--- src/rtl/rng_stream_buffer_if.sv ---
// Bundled control/status signals of rng_stream_buffer: the master drives
// mode/trigger/burst_len/stop/pop, the slave returns read data and FIFO status.
interface rng_stream_if #(
  parameter int DATA_WIDTH      = 4,
  parameter int FIFO_DEPTH      = 16,
  parameter int BURST_LEN_WIDTH = 4
);
  localparam int LEVEL_WIDTH = $clog2(FIFO_DEPTH) + 1;

  logic [1:0]                 mode;
  logic                       trigger;
  logic [BURST_LEN_WIDTH-1:0] burst_len;
  logic                       stop;
  logic                       pop;
  logic [DATA_WIDTH-1:0]      data_out;
  logic                       data_out_valid;
  logic                       empty;
  logic                       full;
  logic [LEVEL_WIDTH-1:0]     level;
  logic                       busy;

  modport master (
    output mode, trigger, burst_len, stop, pop,
    input  data_out, data_out_valid, empty, full, level, busy
  );

  modport slave (
    input  mode, trigger, burst_len, stop, pop,
    output data_out, data_out_valid, empty, full, level, busy
  );
endinterface

--- src/rtl/rng_stream_buffer.sv ---
// Multi-bit-per-clock Galois LFSR feeding a synchronous FIFO, sequenced by a
// SINGLE/BURST/CONT mode FSM. Define RNG_STREAM_BURST_EN to enable BURST counting.
module rng_stream_buffer #(
  parameter int                    LFSR_WIDTH      = 8,
  parameter logic [LFSR_WIDTH-1:0] LFSR_SEED       = 8'h01,
  parameter logic [LFSR_WIDTH-1:0] LFSR_POLY       = 8'hB8,
  parameter int                    DATA_WIDTH      = 4,
  parameter int                    FIFO_DEPTH      = 16,
  parameter int                    BURST_LEN_WIDTH = 4
) (
  input  logic        clk,
  input  logic        reset_n,
  rng_stream_if.slave bus
);
  localparam int PW = $clog2(FIFO_DEPTH);
  localparam int LW = $clog2(FIFO_DEPTH) + 1;
  localparam logic [LW-1:0] FULL_LEVEL = LW'(FIFO_DEPTH);

  typedef enum logic [1:0] {
    S_IDLE = 2'd0,
    S_RUN  = 2'd1,
    S_CONT = 2'd2
  } state_t;

  state_t                r_state;
  state_t                w_state_nxt;
  logic [LFSR_WIDTH-1:0] r_lfsr;
  logic [LFSR_WIDTH-1:0] w_lfsr_nxt;
  logic [DATA_WIDTH-1:0] w_word;
  logic [DATA_WIDTH-1:0] r_mem [FIFO_DEPTH];
  logic [PW-1:0]         r_wr_ptr;
  logic [PW-1:0]         r_rd_ptr;
  logic [LW-1:0]         r_level;
  logic [LW-1:0]         w_level_nxt;
  logic                  r_empty;
  logic                  r_full;
  logic                  r_busy;
  logic [DATA_WIDTH-1:0] r_data_out;
  logic                  r_data_out_valid;
  logic                  w_push;
  logic                  w_pop;

`ifdef RNG_STREAM_BURST_EN
  localparam int CW = BURST_LEN_WIDTH + 1;
  localparam logic [CW-1:0] BURST_MAX = {1'b1, {BURST_LEN_WIDTH{1'b0}}};
  logic [CW-1:0] r_remaining;
  logic [CW-1:0] w_remaining_nxt;
`else
  logic w_unused_burst_len;
  assign w_unused_burst_len = ^bus.burst_len;
`endif

  // DATA_WIDTH Galois steps; the first step's output bit lands in word bit 0
  function automatic logic [LFSR_WIDTH+DATA_WIDTH-1:0] lfsr_word(
    input logic [LFSR_WIDTH-1:0] s_in
  );
    logic [LFSR_WIDTH-1:0] s;
    logic [DATA_WIDTH-1:0] w;
    logic                  b;
    s = s_in;
    w = {DATA_WIDTH{1'b0}};
    for (int i = 0; i < DATA_WIDTH; i++) begin
      b    = s[0];
      w[i] = b;
      s    = (s >> 1) ^ (b ? LFSR_POLY : {LFSR_WIDTH{1'b0}});
    end
    return {s, w};
  endfunction

  // Next LFSR state and the word it produces
  always_comb begin
    {w_lfsr_nxt, w_word} = lfsr_word(r_lfsr);
  end

  assign w_push = (r_state != S_IDLE) && !r_full && !bus.stop;
  assign w_pop  = bus.pop && !r_empty;

  // Occupancy counter update
  always_comb begin
    w_level_nxt = r_level;
    case ({w_push, w_pop})
      2'b10:   w_level_nxt = r_level + LW'(1);
      2'b01:   w_level_nxt = r_level - LW'(1);
      default: w_level_nxt = r_level;
    endcase
  end

  // Mode FSM next-state logic; stop always wins over trigger and pushes
  always_comb begin
    w_state_nxt = r_state;
`ifdef RNG_STREAM_BURST_EN
    w_remaining_nxt = r_remaining;
`endif
    case (r_state)
      S_IDLE: begin
        if (bus.trigger && !bus.stop) begin
          case (bus.mode)
`ifdef RNG_STREAM_BURST_EN
            2'b00: begin
              w_state_nxt     = S_RUN;
              w_remaining_nxt = CW'(1);
            end
            2'b01: begin
              w_state_nxt     = S_RUN;
              w_remaining_nxt = (bus.burst_len == {BURST_LEN_WIDTH{1'b0}}) ?
                                BURST_MAX : {1'b0, bus.burst_len};
            end
`else
            2'b00, 2'b01: w_state_nxt = S_RUN;
`endif
            2'b10:   w_state_nxt = S_CONT;
            default: w_state_nxt = S_IDLE;
          endcase
        end else begin
          w_state_nxt = S_IDLE;
        end
      end
      S_RUN: begin
        if (bus.stop) begin
          w_state_nxt = S_IDLE;
        end else if (w_push) begin
`ifdef RNG_STREAM_BURST_EN
          if (r_remaining == CW'(1)) begin
            w_state_nxt = S_IDLE;
          end else begin
            w_state_nxt     = S_RUN;
            w_remaining_nxt = r_remaining - CW'(1);
          end
`else
          w_state_nxt = S_IDLE;
`endif
        end else begin
          w_state_nxt = S_RUN;
        end
      end
      S_CONT: begin
        if (bus.stop || (bus.mode != 2'b10)) begin
          w_state_nxt = S_IDLE;
        end else begin
          w_state_nxt = S_CONT;
        end
      end
      default: w_state_nxt = S_IDLE;
    endcase
  end

  // FSM, LFSR, pointers, status and read-data registers
  always_ff @(posedge clk or negedge reset_n) begin
    if (!reset_n) begin
      r_state          <= S_IDLE;
      r_lfsr           <= LFSR_SEED;
      r_wr_ptr         <= {PW{1'b0}};
      r_rd_ptr         <= {PW{1'b0}};
      r_level          <= {LW{1'b0}};
      r_empty          <= 1'b1;
      r_full           <= 1'b0;
      r_busy           <= 1'b0;
      r_data_out       <= {DATA_WIDTH{1'b0}};
      r_data_out_valid <= 1'b0;
    end else begin
      r_state          <= w_state_nxt;
      r_level          <= w_level_nxt;
      r_empty          <= (w_level_nxt == {LW{1'b0}});
      r_full           <= (w_level_nxt == FULL_LEVEL);
      r_busy           <= (w_state_nxt != S_IDLE);
      r_data_out_valid <= w_pop;
      if (w_push) begin
        r_lfsr   <= w_lfsr_nxt;
        r_wr_ptr <= r_wr_ptr + PW'(1);
      end else begin
        r_lfsr   <= r_lfsr;
        r_wr_ptr <= r_wr_ptr;
      end
      if (w_pop) begin
        r_data_out <= r_mem[r_rd_ptr];
        r_rd_ptr   <= r_rd_ptr + PW'(1);
      end else begin
        r_data_out <= r_data_out;
        r_rd_ptr   <= r_rd_ptr;
      end
    end
  end

`ifdef RNG_STREAM_BURST_EN
  // Burst down-counter
  always_ff @(posedge clk or negedge reset_n) begin
    if (!reset_n) begin
      r_remaining <= {CW{1'b0}};
    end else begin
      r_remaining <= w_remaining_nxt;
    end
  end
`endif

  // Storage array, intentionally without reset
  always_ff @(posedge clk) begin
    if (w_push) begin
      r_mem[r_wr_ptr] <= w_word;
    end
  end

  assign bus.data_out       = r_data_out;
  assign bus.data_out_valid = r_data_out_valid;
  assign bus.empty          = r_empty;
  assign bus.full           = r_full;
  assign bus.level          = r_level;
  assign bus.busy           = r_busy;
endmodule
--- src/flat_wrapper.sv ---
// flat-port wrapper written by rule: the top's interface ports become plain ports
module rng_stream_buffer_flat 
#(
  parameter int                    LFSR_WIDTH      = 8,
  parameter logic [LFSR_WIDTH-1:0] LFSR_SEED       = 8'h01,
  parameter logic [LFSR_WIDTH-1:0] LFSR_POLY       = 8'hB8,
  parameter int                    DATA_WIDTH      = 4,
  parameter int                    FIFO_DEPTH      = 16,
  parameter int                    BURST_LEN_WIDTH = 4
)
  (clk, reset_n, bus_mode, bus_trigger, bus_burst_len, bus_stop, bus_pop, bus_data_out, bus_data_out_valid, bus_empty, bus_full, bus_level, bus_busy);
  rng_stream_if #(.DATA_WIDTH(DATA_WIDTH), .FIFO_DEPTH(FIFO_DEPTH), .BURST_LEN_WIDTH(BURST_LEN_WIDTH)) bus_i ();
  input  logic clk;
  input  logic reset_n;
  input wire logic [$bits(bus_i.mode)-1:0] bus_mode;
  input wire logic [$bits(bus_i.trigger)-1:0] bus_trigger;
  input wire logic [$bits(bus_i.burst_len)-1:0] bus_burst_len;
  input wire logic [$bits(bus_i.stop)-1:0] bus_stop;
  input wire logic [$bits(bus_i.pop)-1:0] bus_pop;
  output wire logic [$bits(bus_i.data_out)-1:0] bus_data_out;
  output wire logic [$bits(bus_i.data_out_valid)-1:0] bus_data_out_valid;
  output wire logic [$bits(bus_i.empty)-1:0] bus_empty;
  output wire logic [$bits(bus_i.full)-1:0] bus_full;
  output wire logic [$bits(bus_i.level)-1:0] bus_level;
  output wire logic [$bits(bus_i.busy)-1:0] bus_busy;
  assign bus_i.mode = bus_mode;
  assign bus_i.trigger = bus_trigger;
  assign bus_i.burst_len = bus_burst_len;
  assign bus_i.stop = bus_stop;
  assign bus_i.pop = bus_pop;
  assign bus_data_out = bus_i.data_out;
  assign bus_data_out_valid = bus_i.data_out_valid;
  assign bus_empty = bus_i.empty;
  assign bus_full = bus_i.full;
  assign bus_level = bus_i.level;
  assign bus_busy = bus_i.busy;
  rng_stream_buffer #(.LFSR_WIDTH(LFSR_WIDTH), .LFSR_SEED(LFSR_SEED), .LFSR_POLY(LFSR_POLY), .DATA_WIDTH(DATA_WIDTH), .FIFO_DEPTH(FIFO_DEPTH), .BURST_LEN_WIDTH(BURST_LEN_WIDTH)) u_core (.clk(clk), .reset_n(reset_n), .bus(bus_i));
endmodule
--- config.mk ---
export PLATFORM = sky130hd
export DESIGN_NAME = rng_stream_buffer_flat
export DESIGN_NICKNAME = d
export VERILOG_FILES = /design/src/rtl/rng_stream_buffer_if.sv /design/src/rtl/rng_stream_buffer.sv /design/src/flat_wrapper.sv
export SDC_FILE = /design/constraint.sdc
export NUM_CORES = 1
export LEC_CHECK = 0
export CORE_UTILIZATION = 39
export CTS_CLUSTER_DIAMETER = 120
export DETAILED_ROUTE_END_ITERATION = 16
export GPL_TIMING_DRIVEN = 0
export HOLD_SLACK_MARGIN = 0.03
export PLACE_DENSITY_LB_ADDON = 0.1
export RECOVER_POWER = 100
export SETUP_SLACK_MARGIN = 0.5
export SLEW_MARGIN = 0
export SYNTH_ARGS = -nofsm -noshare
export SYNTH_HDL_FRONTEND = slang
export SYNTH_SLANG_ARGS = --single-unit
--- constraint.sdc ---
create_clock -name clk -period 3.1 [get_ports clk]
set_clock_uncertainty 0.15 [all_clocks]
set_input_delay 0.775 -clock clk [delete_from_list [all_inputs] [get_ports clk]]
set_output_delay 0.775 -clock clk [all_outputs]
set_load 0.02 [all_outputs]
==> summary.md <==
| Metric | Value |
|---|---|
| Run status | `finished with violations` |
| Violated checks | `capacitance limit, slew limit` |
| Die area | `11,090 sq um` |
| Post-Route Setup TNS | `0 ns` |
| Number of instances in the synthesized netlist | `277` |
| Area contributors post-synth | `sky130_fd_sc_hd__edfxtp_1, sky130_fd_sc_hd__dfrtp_1, sky130_fd_sc_hd__mux4_2, sky130_fd_sc_hd__mux2i_1, sky130_fd_sc_hd__xnor2_1` |
| H-tree levels | `3` |
| Hold Slack | `between 0.3 and 0.4 ns` |
| Net switching power of the design | `roughly 1.3 mW` |
| Critical path data arrival time | `between 2 and 3 ns` |
| Clock sink count | `95` |
| Combinational group share of total power | `approximately 35%` |
| Tmin final | `about 2.9 ns` |
| Total count of max-transition violations in the final report | `32` |
| Cell area after technology mapping | `~4200 sq um` |
| Count of antenna-violating nets left after detailed routing | `0` |
| Detailed placer's ending HPWL | `5256 microns` |
| Max-slew headroom | `-17.64%` |
| Critical path startpoint category | `input pin` |
| Max-cap viol count | `1` |
| Hold_sp | `u_core.r_state[1]$_DFF_PN0_` |
| Boundary pin count | `24` |
| Final Net Count | `between 300 and 400` |
| Hold buffer count at cts | `0` |
| Number of distinct library cells after synthesis | `50` |
| Fraction of layout cells with a size suffix above 1 | `17.24%` |
| Leakage | `approximately 1.7 nW` |
| Worst hold path cell count | `1` |
| Data required time at the worst endpoint | `between 3 and 4 ns` |
| Critical R2R Capture | `u_core.bus.full$_DFF_PN0_` |
| Worst hold path type | `flip-flop to flip-flop` |
| Startpoint of the worst register-to-register path | `u_core.bus.full$_DFF_PN0_` |
| Most area-hungry cell type in the Yosys netlist | `sky130_fd_sc_hd__edfxtp_1` |
| Power density of the placed cells | `785.6 nW/um^2` |
| Reg2reg setup slack | `about 0.34 ns` |
| Highest net fanout along the worst path | `3` |
| Dominant register cell in the synthesized netlist | `sky130_fd_sc_hd__edfxtp_1` |
| Average wire per cell in the routed design | `~17 microns` |
| Clk Tree Root Cell | `sky130_fd_sc_hd__clkbuf_8` |
| Overall routed net length | `approximately 7900 microns` |
| Share of Yosys cell area claimed by the top area cell type | `46.17%` |
| Clock-pin slew of the registers on the worst-case setup and hold paths | `roughly 0.11 ns` |
| Signed area change from the synthesized netlist to the final layout | `17.34%` |
| Count of yosys warnings during synthesis | `0` |
| Syn nets | `around 300` |
| Die height | `approximately 110 microns` |
| Diode insertion count for antenna repair | `0` |
| Die width | `~110 microns` |
| Number of core rows | `37` |
| Post-detailed-route DRC marker count | `0` |
| Core outline area | `about 10,000 sq um` |
| Classification of the worst setup path | `input pin to flip-flop` |
| FFs w/ async S/R, synth | `32.63%` |
| Drt pass-1 iters | `4` |
| Setup violations, final | `0` |
| Synth Register Bits | `95` |
| Maximum frequency from static timing analysis | `approximately 0.35 GHz` |
| Sequential area share after synthesis | `about 65%` |
| Post-detailed-route via-to-cell ratio | `a little over 5` |
| Sw Ratio | `between 30 and 40%` |
| Global routing usage summed across all routing layers | `around 15%` |
| Inserted Clock Buffers | `9` |
| Endpoint kind of the worst setup timing path | `flip-flop` |
| Sequential fraction of design power | `41.5%` |
| Pin count of the biggest net entering global routing | `32` |
| Most common cell after layout, fill and taps aside | `sky130_fd_sc_hd__edfxtp_1` |
| Number of flops mapped to enable cells by yosys | `between 60 and 70` |
| Antenna violations before repair | `0` |
| Maximum buffer depth of the clock tree | `2` |
| Worst-case reg-to-reg path depth | `11` |
| Transition time at the pin with the least slew margin | `~1.8 ns` |
| Overflow after GRT | `0` |
| Final estimated routing congestion in global placement | `between 0.7 and 0.8` |
| RSZ-0062 raised after global routing | `true` |
| Drt first-iter violations | `104` |
| Capture endpoint of the worst hold path | `u_core.r_state[0]$_DFF_PN0_` |
| Global-route wire length before repair | `~13,000 microns` |
| Portion of the clock cycle consumed by the worst path in the final layout | `roughly 93%` |
| Clk_lat worst skew | `~0.37 ns` |
| Count of endpoints failing hold in the final timing report | `0` |
| Clock network power share | `23.1%` |
| Syn Area/Cell | `15.03 sq um` |
| Total vias in the final route | `~2,300` |
| Peak ir drop on the vdd network | `roughly 0.36 mV` |
| CTS tree | `done` |
| Buffers on Ports | `19` |
| Cell Int Power | `roughly 2.5 mW` |
| Number of global-route vias before repair | `2,307` |
| Starting Density | `about 40%` |
| Most frequent cells in the layout | `sky130_fd_sc_hd__edfxtp_1, sky130_fd_sc_hd__dfrtp_1, sky130_fd_sc_hd__nand2_1` |
[Yosys cell counts, types with 3 or more instances]
cell                       count
sky130_fd_sc_hd__edfxtp_1     64
sky130_fd_sc_hd__dfrtp_1      29
sky130_fd_sc_hd__nand2_1      20
sky130_fd_sc_hd__mux2i_1      17
sky130_fd_sc_hd__xnor2_1      17
sky130_fd_sc_hd__mux4_2       10
sky130_fd_sc_hd__nor2_1       10
sky130_fd_sc_hd__ha_1          8
sky130_fd_sc_hd__clkbuf_1      7
sky130_fd_sc_hd__nor3b_1       6
sky130_fd_sc_hd__and2_1        5
sky130_fd_sc_hd__nand4_1       5
sky130_fd_sc_hd__o21ai_0       5
sky130_fd_sc_hd__a22oi_1       4
sky130_fd_sc_hd__and3_1        4
sky130_fd_sc_hd__and4_1        4
sky130_fd_sc_hd__nor2b_1       4
sky130_fd_sc_hd__or2_1         4
sky130_fd_sc_hd__xor2_1        4
sky130_fd_sc_hd__a21oi_1       3
sky130_fd_sc_hd__a31oi_1       3
sky130_fd_sc_hd__buf_2         3
sky130_fd_sc_hd__buf_4         3
sky130_fd_sc_hd__inv_1         3
sky130_fd_sc_hd__nand3_1       3
[state kept, by name, summed over array words and instances, names as in the netlist]
| signal | count |
|---|---|
| u_core.bus.busy | 1 |
| u_core.bus.data_out | 4 |
| u_core.bus.data_out_valid | 1 |
| u_core.bus.empty | 1 |
| u_core.bus.full | 1 |
| u_core.bus.level | 5 |
| u_core.r_lfsr | 8 |
| u_core.r_mem | 64 |
| u_core.r_rd_ptr | 4 |
| u_core.r_state | 2 |
| u_core.r_wr_ptr | 4 |
[per-stage QoR]
step | instances | total power, mW | instance area [sq um] | utilization, % | worst slack (ns)
6_report | 455 | 3.837 | 4885 | 47.32 | 0.2278
4_1_cts | 454 | 3.886 | 4878 | 47.25 | 0.3395
2_1_floorplan | 277 | 2.557 | 4229 | - | 0.2542
5_1_grt | 455 | 4.071 | 4885 | 47.32 | 0.1544
3_3_place_gp | 432 | 2.944 | 4589 | 44.46 | -0.4826
3_5_place_dp | 432 | 2.953 | 4584 | 44.41 | -0.4653
[layout make-up]
cell class	count	area (sq um)
Inverter	4	22.52
Fill cell	923	5439
Timing Repair Buffer	26	217.7
Clock buffer	9	123.9
Tap cell	136	170.2
Buffer	15	115.1
Multi-Input combinational cell	163	1433
Clock inverter	7	102.6
Sequential cell	95	2700
[per-layer routing]
layer | part of all wire, % | up-vias | global-route usage, %
li1 | - | 1114 | -
met1 | 46 | 1148 | 20.40
met2 | 49 | 36 | 24.81
met3 | 3.2 | 12 | 4.020
met4 | 1.5 | 0 | 5.433
met5 | 0 | - | 0
[power groups by stage]
stage	sequential, mW	clock [mW]	combinational (mW)
final	1.59	0.886	1.36
after global routing	1.62	0.964	1.49
after CTS	1.60	0.908	1.38
after detailed placement	1.62	0	1.33
after global placement	1.62	0	1.32
after floorplan	1.69	0	0.867
[worst max path at each step]
stage	start	endpoint	depth (start not counted)
after CTS	u_core.bus.empty$_DFF_PN1_	u_core.bus.full$_DFF_PN0_	10
after global routing	bus_stop	u_core.bus.full$_DFF_PN0_	12
after detailed placement	bus_stop	u_core.bus.full$_DFF_PN0_	12
after global placement	bus_stop	u_core.bus.full$_DFF_PN0_	12
final	bus_stop	u_core.bus.full$_DFF_PN0_	12
after floorplan	bus_stop	u_core.bus.empty$_DFF_PN1_	11
[cell families (layout without fill, tap and decap cells)]
| logic type | Yosys count | in the layout | share of synthesized area (%) |
|---|---|---|---|
| fa+ha+maj | 8 | 8 | 2.405 |
| flops | 95 | 95 | 64.86 |
| buf+inv | 19 | 61 | 2.434 |
| compound gates | 28 | 28 | 4.809 |
| simple gates | 74 | 74 | 10.13 |
| mux | 32 | 32 | 10.94 |
| xor+xnor | 21 | 21 | 4.418 |
[worst max-delay path, stage by stage]
cell,delay [ns]
sky130_fd_sc_hd__clkbuf_1,0.10
sky130_fd_sc_hd__nor2_1,0.11
sky130_fd_sc_hd__o21a_1,0.25
sky130_fd_sc_hd__inv_8,0.04
sky130_fd_sc_hd__ha_4,0.15
sky130_fd_sc_hd__buf_6,0.11
sky130_fd_sc_hd__xor2_1,0.13
sky130_fd_sc_hd__ha_2,0.21
sky130_fd_sc_hd__o221ai_4,0.20
sky130_fd_sc_hd__o31ai_4,0.11
sky130_fd_sc_hd__or4_4,0.51
sky130_fd_sc_hd__a211oi_2,0.28
[what timing repair did]
item	CTS	global route
setup endpoints to repair	4	3
pin swaps	5	5
buffers inserted	6	1
gates resized for setup	13	7
cloned	0	0
Note: power is estimated with default switching activity, not from simulation.
